### config.mk
export PLATFORM = sky130hd
export DESIGN_NAME = bcd_serial_fare_accum
export DESIGN_NICKNAME = d
export VERILOG_FILES = /design/src/rtl/bcd_serial_fare_accum.sv
export SDC_FILE = /design/constraint.sdc
export NUM_CORES = 1
export LEC_CHECK = 0
export ABC_AREA = 1
export BUFFER_PORTS_ARGS = -buffer_cell sky130_fd_sc_hd__buf_4
export CORE_AREA = 2 2 92 94
export CTS_CLUSTER_SIZE = 24
export DETAILED_ROUTE_END_ITERATION = 8
export DIE_AREA = 0 0 94 96
export PLACE_DENSITY_LB_ADDON = 0.12
export SLEW_MARGIN = 5
export SYNTH_ARGS = -nofsm -noshare
export SYNTH_HDL_FRONTEND = slang
export SYNTH_SLANG_ARGS = --single-unit
### constraint.sdc
create_clock -name clk -period 7.1 [get_ports clk]
set_input_delay 1.42 -clock clk [delete_from_list [all_inputs] [get_ports clk]]
set_output_delay 1.42 -clock clk [all_outputs]
set_load 0.02 [all_outputs]
### src/rtl/bcd_serial_fare_accum.sv
// bcd_serial_fare_accum: packed-BCD fare total accumulated one digit per clock through a shared BCD adder
module bcd_serial_fare_accum #(
   parameter int DIGITS   = 4,
   parameter bit SATURATE = 1'b1
) (
   input  logic                  clk,
   input  logic                  rst,
   input  logic                  clr,
   input  logic                  add_valid,
   output logic                  add_ready,
   input  logic [4*DIGITS-1:0]   add_value,
   output logic [4*DIGITS-1:0]   total,
   output logic                  busy,
   output logic                  done,
   output logic                  overflow
);
   localparam int IW = DIGITS > 1 ? $clog2(DIGITS) : 1;
   typedef enum logic [1:0] {IDLE, ADD, FIN} state_t;
   state_t state;
   logic [DIGITS-1:0][3:0] op, work, tot, op_clamp;
   logic [IW-1:0] idx;
   logic carry, c_out;
   logic [3:0] sum;
   bcd_adder u_add (
      .a(work[idx]),
      .b(op[idx]),
      .c_in(carry),
      .sum(sum),
      .c_out(c_out)
   );
   always_comb begin
      op_clamp = add_value;
      for (int i = 0; i < DIGITS; i++)
         op_clamp[i] = add_value[4*i +: 4] > 4'd9 ? 4'd9 : add_value[4*i +: 4];
   end
   assign total     = tot;
   assign add_ready = state == IDLE;
   assign busy      = state != IDLE;
   always_ff @(posedge clk) begin
      if (rst || clr) begin
         state    <= IDLE;
         tot      <= '0;
         overflow <= 1'b0;
         done     <= 1'b0;
         idx      <= '0;
         carry    <= 1'b0;
      end else begin
         done <= 1'b0;
         case (state)
            IDLE: if (add_valid) begin
               op    <= op_clamp;
               work  <= tot;
               idx   <= '0;
               carry <= 1'b0;
               state <= ADD;
            end
            ADD: begin
               work[idx] <= sum;
               carry     <= c_out;
               idx       <= idx + 1'b1;
               if (idx == IW'(DIGITS - 1)) state <= FIN;
            end
            FIN: begin
               tot      <= (carry && SATURATE) ? {DIGITS{4'h9}} : work;
               overflow <= overflow | carry;
               done     <= 1'b1;
               state    <= IDLE;
            end
            default: state <= IDLE;
         endcase
      end
   end
endmodule

module bcd_adder (
   input  logic [3:0] a,
   input  logic [3:0] b,
   input  logic       c_in,
   output logic [3:0] sum,
   output logic       c_out
);
   logic [4:0] s;
   always_comb begin
      s     = {1'b0, a} + {1'b0, b} + {4'b0, c_in};
      c_out = s > 5'd9;
      sum   = c_out ? 4'(s + 5'd6) : s[3:0];
   end
endmodule

Word level (Yosys, flattened, before mapping). Cells that the tools add are included.

Output and inout bits: 20. Word-level logic and storage cells: 63. Memories kept: 0. Input port bits: 20. Memory bits (read-only): 0. RAM bits: 0. Latch bits: 0. Bits in registers: 55.

Shift operators: 0. $lt $le $gt $ge: 7. Divide/modulo/power cells: 0. Bitwise operators: 2. Equal/unequal tests: 5. Reductions and logical operators: 9. $add $sub $neg: 4. Multiply operators: 0. Mux-type cells: 19.

Operator list (number): $mux 16 (2); $pmux 16 s2 (1); $bmux 4 s2 (2); $bwmux 16 (1); $gt 4x4->1 const B (4); $mux 4 (4); $demux 4 s2 (1); $pmux 2 s2 (2); $mux 2 (3); $reduce_and 3->1 (2); $add 4x4->5 (1); $add 5x1->5 (1); $gt 5x4->1 const B (1); $add 4x3->4 const B (1); $eq 2x2->1 const B (2); $ne 2x2->1 const B (2); $reduce_and 2->1 (2); $reduce_bool 2->1 (2); $lt 2x3->1 const B (1); $add 2x1->2 const B (1); $eq 2x1->1 const B (1); $ge 2x1->1 const B (1); $logic_not 2->1 (1); $mux 1 (2); 5 further kinds (5).

Depth between registers and ports, before layout. Gate-level depths: netlist of run 1.

Word-level depth: 8. Mapped depth: 18. Gate-level depth less buffers: 16.

Hierarchy. From an unflattened synthesis of run 1, not the netlist that was laid out.

Cell total of the unflattened synthesis: 333. Area, all modules: 2834.0 um^2.

By module, submodules not included: bcd_serial_fare_accum (instances 1, cells an instance 286, area an instance 2533.7 um^2, sequential area each 1421.4 um^2); bcd_adder (instances 1, cells an instance 47, area an instance 300.3 um^2, sequential area each 0.0 um^2).

Worst setup path before layout of run 1. OpenSTA, ideal clock, no wires.

Path kind: register to register. Start point: register idx[0]. End point: register work[5] (netlist bit) (data pin). Stages on the path, launching flop included: 16. Setup time: 0.253 ns. Required time: 6.847 ns. Path buffers: 2. Data arrival time: 2.649 ns. Period minus slack after synthesis: 2.902 ns. Slack: 4.198 ns. Path through: dfxtp_1 > buf_2 > inv_1 > buf_2 > nor2_1 > o22ai_1 > fa_1 > fa_1 > inv_1 > ha_1 > a21oi_2 > nand2_2 > nand2_4 > nand2_2 > nand3_1 > nand2_1.

Cells in the longest elaborated chain, start to end: 8. Elaborated cells between the ends (all ways): 16. Those cells by class: 3 x add/sub; 3 x order compare; 9 x mux; 1 x reduce/logical.

RTL lines: start: declaration (line 21) `logic [IW-1:0] idx;`; start signal: assignment (line 60) `idx <= idx + 1'b1;`; $bmux 4 s2, on equally long branches (line 25, 26); $mux 4, on equally long branches (line 25, 26); $add 4x4->5 (line 84) `s = {1'b0, a} + {1'b0, b} + {4'b0, c_in};`; $add 5x1->5 (line 84); $add 4x3->4 / $gt 5x4->1 (equally long branches) (line 86, 85); $mux 4 (line 86) `sum = c_out ? 4'(s + 5'd6) : s[3:0];`; $bwmux 16 * (line 58) `work[idx] <= sum;`; $pmux 16 s2 * (line 49) `case (state)`; end signal: assignment (line 52) `work <= tot;`; end signal: indexed assignment (line 58); end: declaration (line 20) `logic [DIGITS-1:0][3:0] op, work, tot, op_clamp;`.

Mark *: on every way between the ends. The rest lies on a longest branch, timed or not. The select of a mux whose other input is x is not followed. A chain may end at the register's enable or synchronous reset.

Worst setup path after layout of run 1.
Start point: register idx[0]. End point: register work[13] (netlist bit) (data pin).

The elaborated chain is that of the path after synthesis.

==> flow_metrics.tcl, run 1 <==
set metrics [dict create \
    status "complete, no violations" \
    nets 378 \
    vias 2135 \
    cts_root_buffer "clkbuf_8" \
    antenna_found_initial 0 \
    setup_viol 0 \
    area_delta_synth_final_pct 18.1 \
    routed_wl_um 6380 \
    reg2reg_slack_ns 3.53 \
    hp-class "flop to flop" \
    diodes 0 \
    worst-setup-path-type "flop to flop" \
    fin_crit_sh_pct 50.3 \
    io_pins 40 \
    instances_no_fill 454 \
    ys_ff_latch 55 \
    gp_congestion 0.844 \
    cts-htree-levels 2 \
    worstRegToRegCells 13 \
    timing.final.crit_period_ns 3.57 \
    critPathLaunchType "flop" \
    drive_gt1_share_pct 18.9 \
    relSlewSlack_pct 60.3 \
    nFillCells 864 \
    setup_tns_ns 0 \
    hold_viol 0 \
    drtIter0Drc 77 \
    arrival_ns 3.64 \
    syn-cell-area_um2 2720 \
    p_clk_share_pct 34.4 \
    rsz0062_at_grt "no" \
    cp.required_ns 7.17 \
    synth_cell_type_count 23 \
    r2r_start "idx[0]$_SDFFE_PP0P_" \
    synth.area.top_cells "edfxtp_1 (35%), dfxtp_1 (17%), nand2_1 (9.3%)" \
    cts_resized 0 \
    cts_tree "built" \
    yosysWarnings 0 \
    crit_path_max_fanout 21 \
    clk_latency_ns 0.31 \
    cts.sinks 55 \
    grt.overflow.total 0 \
    clock_path_buffers 2 \
    drc 0 \
    postCtsSetupBuffers 0 \
    drv_cap 0 \
    grt.total_usage_pct 15.3 \
    synth_cells 315 \
    start_util_pct 33.7 \
    wl_per_cell_um 14.1 \
    cts_made_buffers 5 \
    synth_fp_nets 345 \
    ant_nets 0 \
    grt_max_degree 22 \
    yosys.area.top_type "edfxtp_1" \
    hpwlAfterDp_um 4940 \
    finalClockSkew_ns 0.0148 \
    p_seq_share_pct 53.4 \
    finalHoldWorstSlack_ns 0.474 \
    endpoint_kind "flop" \
    combPwrFrac_pct 12.2 \
    vias_per_cell 4.70 \
    dp.cells 446 \
    io_buffers 39 \
    timing.fmax_mhz 280 \
    seq_area_frac_synth_pct 52.4 \
    power_switching_uw 164 \
    power.internal_uw 488 \
    worst_slew_pin_slew_ns 0.595 \
    slew_violations 0 \
    whs_endpoint "overflow$_SDFFE_PP0P_" \
    dieArea_um2 9020 \
    first_pass_iters 4 \
    timing.rr.end "work[13]$_DFFE_PP_" \
    p_leak_uw 0.00143 \
    syn_area_per_cell_um2 8.62 \
    clk_pin_slew_ns 0.11 \
    grt_pass1_vias 2103 \
    die_h_um 96 \
    hold_path_depth 2 \
    min_from "overflow$_SDFFE_PP0P_" \
    switching_share_pct 25.1 \
    synth_top_area_share_pct 35.4 \
    rows 33 \
    grt_pass1_wl_um 10500 \
    coreArea_um2 8050 \
    peakVddDrop_mv 0.0776 \
    hold_buffers 0 \
    die_x_um 94 \
    power_density_nw_per_um2 203 \
]
## state kept, by name, summed over array words and instances (netlist names)
name	count
carry	1
done	1
idx	2
op	16
overflow	1
state	2
total	16
work	16
## power by group through the flow
stage | clock, uW | sequential (uW) | combinational, uW
global placement | 0 | 356 | 79.8
floorplan | 0 | 352 | 57.4
CTS | 230 | 348 | 80.7
global route | 240 | 349 | 90.3
finish | 224 | 348 | 79.8
detailed placement | 0 | 355 | 80.3
## how the worst max path moves through the flow
stage                                    from                  to  slack (ns)  depth (start not counted)
after detailed placement  idx[0]$_SDFFE_PP0P_  work[13]$_DFFE_PP_        3.52                         13
after global placement    idx[0]$_SDFFE_PP0P_   work[9]$_DFFE_PP_        3.63                         13
after global routing      idx[0]$_SDFFE_PP0P_  work[13]$_DFFE_PP_        3.23                         13
after floorplan           idx[0]$_SDFFE_PP0P_   work[5]$_DFFE_PP_        4.20                         15
after CTS                 idx[0]$_SDFFE_PP0P_  work[13]$_DFFE_PP_        3.51                         13
final                     idx[0]$_SDFFE_PP0P_  work[13]$_DFFE_PP_        3.53                         13
## stage by stage
stage	util [%]	setup slack (ns)	total power [uW]	area [um2]
final	39.8	3.53	652	3210
after global routing	39.8	3.23	679	3210
after CTS	39.8	3.51	659	3210
after detailed placement	38.3	3.52	436	3090
after global placement	38.3	3.63	435	3090
after floorplan	-	4.20	410	2720
## layout make-up
cell class | instances | area [um2] | share of cell area (%)
flip-flops and latches | 55 | 1420 | 44.3
multi-input cells | 217 | 1120 | 34.9
repair buffers | 41 | 308 | 9.60
well taps | 105 | 131 | 4.10
inverters | 28 | 105 | 3.28
clock buffers | 6 | 82.6 | 2.58
clock inverters | 2 | 38.8 | 1.21
## Yosys cell counts
library cell and instances:
nand2_1 67, a22o_1 3, a21oi_2 2, a21oi_1 7
and2_1 3, nor2_2 2, nand3_1 42, buf_4 2
nor2_4 2, fa_1 2, buf_2 4, edfxtp_1 32
ha_1 8, inv_1 27, o21ai_0 31, o22ai_1 8
clkbuf_1 9, inv_2 1, nand2_4 1, nand2_2 8
or2_2 1, dfxtp_1 23, nor2_1 30
## logic make-up (layout without fill, tap and decap cells)
family | Yosys count | after routing | share of synthesized area, %
buffers and inverters | 43 | 77 | 6.41
AOI/OAI and AO/OA | 51 | 51 | 10.5
and+or+nand+nor | 156 | 156 | 25.6
DFF | 55 | 55 | 52.4
adders and majority gates | 10 | 10 | 5.16
## metal layers
layer	share of wire [%]	wire, um	track usage (%)	vias to the layer above
met5	0	0	0	-
met4	1.6	105	4.71	0
met3	4.2	270	3.21	8
met2	45	2870	24.5	56
met1	49	3130	21.0	957
li1	-	-	-	1114
## layout by cell type, fill, tap and decap left out, drive strengths merged, types with 9 or more instances in the layout
cell	count
o21ai	31
edfxtp	32
nor2	34
nand3	42
dfxtp	23
buf	41
a21oi	9
nand2	76
inv	29
## worst max-delay path, cell delays in order (launching register included)
cell and delay (ns):
dfxtp_1 0.71, inv_1 0.38, o21ai_0 0.25, o22ai_1 0.11, fa_1 0.46, fa_1 0.57, inv_1 0.08, ha_1 0.22
a21oi_2 0.13, nand2_2 0.11, nand2_4 0.10, nand2_2 0.08, nand3_1 0.08, nand2_1 0.06
Power figures use the tool's default switching activity.
==> run 2, diff against run 1 <==
--- a/config.mk
+++ b/config.mk
@@ -5,12 +5,12 @@
 export SDC_FILE = /design/constraint.sdc
 export NUM_CORES = 1
 export LEC_CHECK = 0
-export ABC_AREA = 1
+export ABC_AREA = 0
 export BUFFER_PORTS_ARGS = -buffer_cell sky130_fd_sc_hd__buf_4
-export CORE_AREA = 2 2 92 94
+export CORE_AREA = 2 2 89 91
 export CTS_CLUSTER_SIZE = 24
 export DETAILED_ROUTE_END_ITERATION = 8
-export DIE_AREA = 0 0 94 96
+export DIE_AREA = 0 0 91 93
 export PLACE_DENSITY_LB_ADDON = 0.12
 export SLEW_MARGIN = 5
 export SYNTH_ARGS = -nofsm -noshare
==> constraint.sdc (replaced) <==
create_clock -name clk -period 3.31 [get_ports clk]
set_input_delay 0.662 -clock clk [delete_from_list [all_inputs] [get_ports clk]]
set_output_delay 0.662 -clock clk [all_outputs]
set_load 0.02 [all_outputs]
==> run 2 against run 1 <==
Effect of this change:
- non-clock buffer count up 11
- combinational power up 110%
- die area down 6.2%
- via count down 16%
- flip-flop and latch count unchanged
- fmax up 11%
- wire length down 6.1%
- synthesized cell count down 31%
- critical path type unchanged
- critical endpoint is now work[5]$_DFFE_PP_
==> flow_metrics.tcl, run 2 <==
set metrics [dict create \
    setup_viol 0 \
    syn_area_per_cell_um2 11.7 \
    drive_gt1_share_pct 30.1 \
    finalClockSkew_ns 0.0112 \
    ys_ff_latch 55 \
    yosys.area.top_type "edfxtp_1" \
    cts_made_buffers 5 \
    place_ws_ns -0.0727 \
    relSlewSlack_pct 54.4 \
    syn-cell-area_um2 2550 \
    drv_cap 0 \
    gp_congestion 0.794 \
    start_util_pct 33.8 \
    fin_util_pct 41.9 \
    drtIter0Drc 93 \
    ant_nets 0 \
    clk_pin_slew_ns 0.10 \
    die_h_um 93 \
    io_buffers 39 \
    synth_top_flop_cell "edfxtp_1" \
    clk_latency_ns 0.31 \
    rsz0062_at_grt "no" \
    cts-htree-levels 2 \
    grt.overflow.total 0 \
    synth_cell_type_count 28 \
    crit_path_max_fanout 4 \
    synth_common_cells "edfxtp_1 (32), nand2_1 (26), dfxtp_1 (23), nor2_1 (18)" \
    hold_viol 0 \
    critPathLaunchType "flop" \
    first_pass_iters 4 \
    drc 0 \
    critPathTopFamily "adder cells" \
    clock_path_buffers 2 \
    finalHoldWorstSlack_ns 0.484 \
    coreArea_um2 7530 \
    io_pins 40 \
    hp-class "flop to flop" \
    synth_top_area_share_pct 37.7 \
    peakVddDrop_mv 0.165 \
    hold_buffers 0 \
    synth-async-reset-ratio_pct 0 \
    grt_pass1_vias 1830 \
    hpwlAfterDp_um 4630 \
    setup_slack_ns 0.0880 \
    worst_slew_pin_slew_ns 0.684 \
    status "complete, no violations" \
    routed_wl_um 5990 \
    antenna_found_initial 0 \
    crit_slowest_cell "fa_2" \
    placed_area_um2 3000 \
    synth_cells 218 \
    worst-setup-path-type "flop to flop" \
    reg2reg_slack_ns 0.09 \
    vias 1799 \
    timing.fmax_mhz 310 \
    seq_area_frac_synth_pct 55.8 \
    dieArea_um2 8460 \
    grt_pass1_wl_um 9850 \
    yosysWarnings 0 \
    area_delta_synth_final_pct 23.8 \
    power_uw 1350 \
    nets 295 \
    power_density_nw_per_um2 430 \
    timing.final.crit_period_ns 3.22 \
    synth_edf_count 32 \
    yosys.cell_count.top_type "edfxtp_1" \
    path_buf_inv 2 \
    final_common_cell "buf_4" \
    cts_tree "built" \
    rows 32 \
    slew_violations 0 \
    final_area_um2 3150 \
    final_cell_mix "buf_4 (52), edfxtp_1 (32), nand2_1 (26)" \
    diodes 0 \
    p_leak_uw 0.00125 \
    cts_root_buffer "clkbuf_8" \
    cp_cell_sequence "mux4_2 -> fa_1 -> fa_2 -> inv_1 -> and3_4 -> o41ai_4 -> buf_4 -> xnor2_2 -> a22o_1" \
    vias_per_cell 4.89 \
    cts.sinks 55 \
    wl_per_cell_um 16.3 \
    die_x_um 91 \
    slowest_delay_ns 0.54 \
    endpoint_kind "flop" \
    cp.required_ns 3.39 \
    grt.total_usage_pct 15.3 \
    grt_max_degree 20 \
    synth_fp_nets 248 \
    synth.area.top_cells "edfxtp_1 (38%), dfxtp_1 (18%), mux4_2 (7.1%)" \
    fin_crit_sh_pct 97.3 \
    arrival_ns 3.30 \
]
run 2: cell count changes in the layout (fill, tap and decap cells not counted), moves of 8 or more:
cell | before | now
buf_4 | 41 | 52
o21ai_0 | 31 | 16
nor2b_1 | 0 | 11
a22o_1 | 3 | 16
mux4_2 | 0 | 8
nor2_1 | 30 | 18
nand2_1 | 67 | 26
nand3_1 | 42 | 5
inv_1 | 27 | 6
nand2_2 | 8 | 0
run 2: stage by stage:
stage          std cells  TNS [ns]
2_1_floorplan        218         0
3_3_place_gp         358  -0.00519
3_5_place_dp         358    -0.367
4_1_cts              366         0
5_1_grt              368         0
6_report             368         0
run 2: kinds of logic after synthesis:
kind of cell,count (synthesis),share of synthesized area [%]
xor gates and xnor gates,2,0.688
adders and majority gates,10,5.50
buffers and inverters,18,2.75
and+or+nand+nor,76,14.4
muxes,9,7.47
AOI/OAI and AO/OA,48,13.3
DFF,55,55.8
run 2: final timing paths:
kind / start / to / cells past startpoint
worst max-delay path: work[4]$_DFFE_PP_ / work[5]$_DFFE_PP_ / 9
worst max register to register: work[4]$_DFFE_PP_ / work[5]$_DFFE_PP_ / 9
worst min-delay path: total[11]$_SDFFE_PP0P_ / total[11]$_SDFFE_PP0P_ / 2
worst min register to register: total[11]$_SDFFE_PP0P_ / total[11]$_SDFFE_PP0P_ / 2
run 2: metal layers:
metal | routed length (um) | vias up | global-route usage (%)
li1 | - | 878 | -
met1 | 2650 | 856 | 19.7
met2 | 2980 | 56 | 26.0
met3 | 277 | 9 | 3.06
met4 | 86 | 0 | 4.80
met5 | 0 | - | 0
run 2: power by group:
part	switching [uW]	total, uW	internal, uW
logic	89.4	171	81.1
registers	6.49	741	735
clock network	221	443	222
total	316	1350	1040
run 2: layout make-up:
cell class              instances  area (um2)
well taps                     102         128
repair buffers                 52         390
flip-flops and latches         55        1430
inverters                       6        22.5
multi-input cells             145        1080
fillers                       777        4380
clock inverters                 3        38.8
clock buffers                   5        68.8
run 2: timing repair:
| action | in CTS | in global routing |
|---|---|---|
| gates resized for setup | 2 | 5 |
| endpoints found under the hold margin | 0 | 0 |
| buffers inserted | 0 | 2 |
| endpoints found under the setup margin | 8 | 9 |
| pin swaps | 1 | 0 |
run 2: worst min-delay path, stage by stage (launching register included):
cell,delay (ns)
dfxtp_1,0.33
nand2_1,0.05
o21ai_0,0.06
==> run 3, diff against run 2 <==
--- a/config.mk
+++ b/config.mk
@@ -12,6 +12,7 @@
 export DETAILED_ROUTE_END_ITERATION = 8
 export DIE_AREA = 0 0 91 93
 export PLACE_DENSITY_LB_ADDON = 0.12
+export SETUP_SLACK_MARGIN = 0.2
 export SLEW_MARGIN = 5
 export SYNTH_ARGS = -nofsm -noshare
 export SYNTH_HDL_FRONTEND = slang
==> run 3 against run 2 <==
Effect of this change:
- critical path depth unchanged
- critical endpoint is now work[1]$_DFFE_PP_
- critical path type unchanged
- register-to-register slack improved by 0.07 ns
- sequential share of layout area decreased by 1.1 points
- power increased by 5.5%
- design area increased by 2.5%
- combinational power increased by 13%
- die area unchanged
==> flow_metrics.tcl, run 3 (same netlist as run 2, synthesis figures left out) <==
set metrics [dict create \
    status "complete, no violations" \
    endpoint_kind "flop" \
    path_buf_inv 1 \
    vias 1722 \
    dieArea_um2 8460 \
    finalClockSkew_ns 0.0110 \
    combPwrFrac_pct 13.5 \
    drv_cap 0 \
    slew_violations 0 \
    slowest_delay_ns 0.53 \
    clk_latency_ns 0.31 \
    p_clk_share_pct 34.7 \
    worst_slew_pin_slew_ns 0.754 \
    r2r_start "idx[0]$_SDFFE_PP0P_" \
    grt.overflow.total 0 \
    cp_cell_sequence "mux4_2 -> fa_2 -> fa_2 -> xnor2_4 -> and3_4 -> o41ai_4 -> buf_4 -> xnor2_4 -> a22o_1" \
    coreArea_um2 7530 \
    clk_pin_slew_ns 0.10 \
    grt_max_degree 20 \
    fin_crit_sh_pct 95.1 \
    critPathTopFamily "adder cells" \
    peakVddDrop_mv 0.162 \
    die_h_um 93 \
    rows 32 \
    arrival_ns 3.22 \
    vias_per_cell 4.65 \
    timing.fmax_mhz 318 \
    wl_per_cell_um 15.2 \
    drive_gt1_share_pct 32.1 \
    final_cell_mix "buf_4 (54), edfxtp_1 (32), nand2_1 (26)" \
    io_buffers 39 \
    cts_made_buffers 5 \
    critPathLaunchType "flop" \
    hold_viol 0 \
    die_x_um 91 \
    power.internal_uw 1100 \
    relSlewSlack_pct 49.7 \
    hpwlAfterDp_um 4330 \
    hold_buffers 0 \
    nets 297 \
    area_delta_synth_final_pct 26.9 \
    cp.required_ns 3.39 \
    ant_nets 0 \
    worst-setup-path-type "flop to flop" \
    drtIter0Drc 111 \
    min_from "total[3]$_SDFFE_PP0P_" \
    hp-class "flop to flop" \
    cts_root_buffer "clkbuf_8" \
    setup_tns_ns 0 \
    routed_wl_um 5630 \
    grt_pass1_vias 1728 \
    reg2reg_slack_ns 0.16 \
    diodes 0 \
    drc 0 \
    hold_path_depth 2 \
    whs_endpoint "total[3]$_SDFFE_PP0P_" \
    final_common_cell "buf_4" \
    power_density_nw_per_um2 442 \
    first_pass_iters 4 \
    worstRegToRegCells 9 \
    cts_tree "built" \
    fin_util_pct 42.9 \
    timing.final.crit_period_ns 3.15 \
    rsz0062_at_grt "yes" \
    grt_pass1_wl_um 9280 \
    setup_viol 0 \
    power_switching_uw 328 \
    crit_slowest_cell "mux4_2" \
    timing.rr.end "work[1]$_DFFE_PP_" \
    p_seq_share_pct 51.8 \
    cts-htree-levels 2 \
    gp_congestion 0.765 \
    io_pins 40 \
    clock_path_buffers 2 \
    start_util_pct 33.8 \
    p_leak_uw 0.00127 \
    cts.sinks 55 \
    crit_path_max_fanout 4 \
    antenna_found_initial 0 \
    switching_share_pct 23.0 \
    grt.total_usage_pct 14.2 \
]
[run 3: changes by cell type in the layout (fill, tap and decap cells not counted), sizes merged]
cell,previous run,this run
clkbuf,5,6
clkinvlp,0,1
clkinv,2,0
buf,52,54
[run 3: how the worst max path moves through the flow]
| stage | from | to | slack [ns] | depth (start not counted) |
|---|---|---|---|---|
| 5_1_grt | idx[0]$_SDFFE_PP0P_ | work[5]$_DFFE_PP_ | 0.07 | 9 |
| 2_1_floorplan | idx[0]$_SDFFE_PP0P_ | work[14]$_DFFE_PP_ | 0.17 | 9 |
| 6_report | idx[0]$_SDFFE_PP0P_ | work[1]$_DFFE_PP_ | 0.16 | 9 |
| 4_1_cts | idx[0]$_SDFFE_PP0P_ | work[5]$_DFFE_PP_ | 0.18 | 9 |
| 3_3_place_gp | idx[0]$_SDFFE_PP0P_ | work[5]$_DFFE_PP_ | 0.1 | 9 |
| 3_5_place_dp | idx[0]$_SDFFE_PP0P_ | work[14]$_DFFE_PP_ | 0.05 | 8 |
[run 3: layer usage]
metal / GRT usage [%] / part of all wire, %
met1: 19.5 / 47
met2: 23.3 / 48
met3: 2.74 / 4.1
met4: 3.79 / 1.2
met5: 0 / 0
[run 3: final cells by class]
| type | instances | area (um2) |
|---|---|---|
| Multi-Input combinational cell | 145 | 1120 |
| Timing Repair Buffer | 54 | 405 |
| Clock buffer | 6 | 93.8 |
| Sequential cell | 55 | 1430 |
| Fill cell | 743 | 4300 |
| Clock inverter | 2 | 37.5 |
| Inverter | 6 | 25.0 |
| Tap cell | 102 | 128 |
[run 3: repair_timing]
item / 4_1_cts / 5_1_grt
gates cloned: 0 / 0
pin swaps: 2 / 4
setup buffers: 3 / 3
setup endpoints to repair: 12 / 12
gates resized for setup: 7 / 3
[run 3: per-stage QoR]
stage / hold slack [ns] / std cells / setup slack [ns] / power [uW] / area [um2]
global route: 0.519 / 370 / 0.0715 / 1490 / 3230
global placement: 0.470 / 356 / 0.0961 / 907 / 2990
floorplan: 0.455 / 218 / 0.173 / 852 / 2560
detailed placement: 0.474 / 356 / 0.0496 / 908 / 2990
CTS: 0.488 / 367 / 0.182 / 1430 / 3180
finish: 0.484 / 370 / 0.162 / 1430 / 3230
[run 3: power groups by stage]
stage	logic [uW]	registers, uW	clock network, uW
3_5_place_dp	151	757	0
3_3_place_gp	151	756	0
2_1_floorplan	98.1	754	0
6_report	193	740	496
5_1_grt	211	742	539
4_1_cts	178	741	509
[run 3: worst min-delay path: stages (launching register included)]
cell     delay [ns]
dfxtp_1        0.33
nand2_1        0.05
o21ai_0        0.06
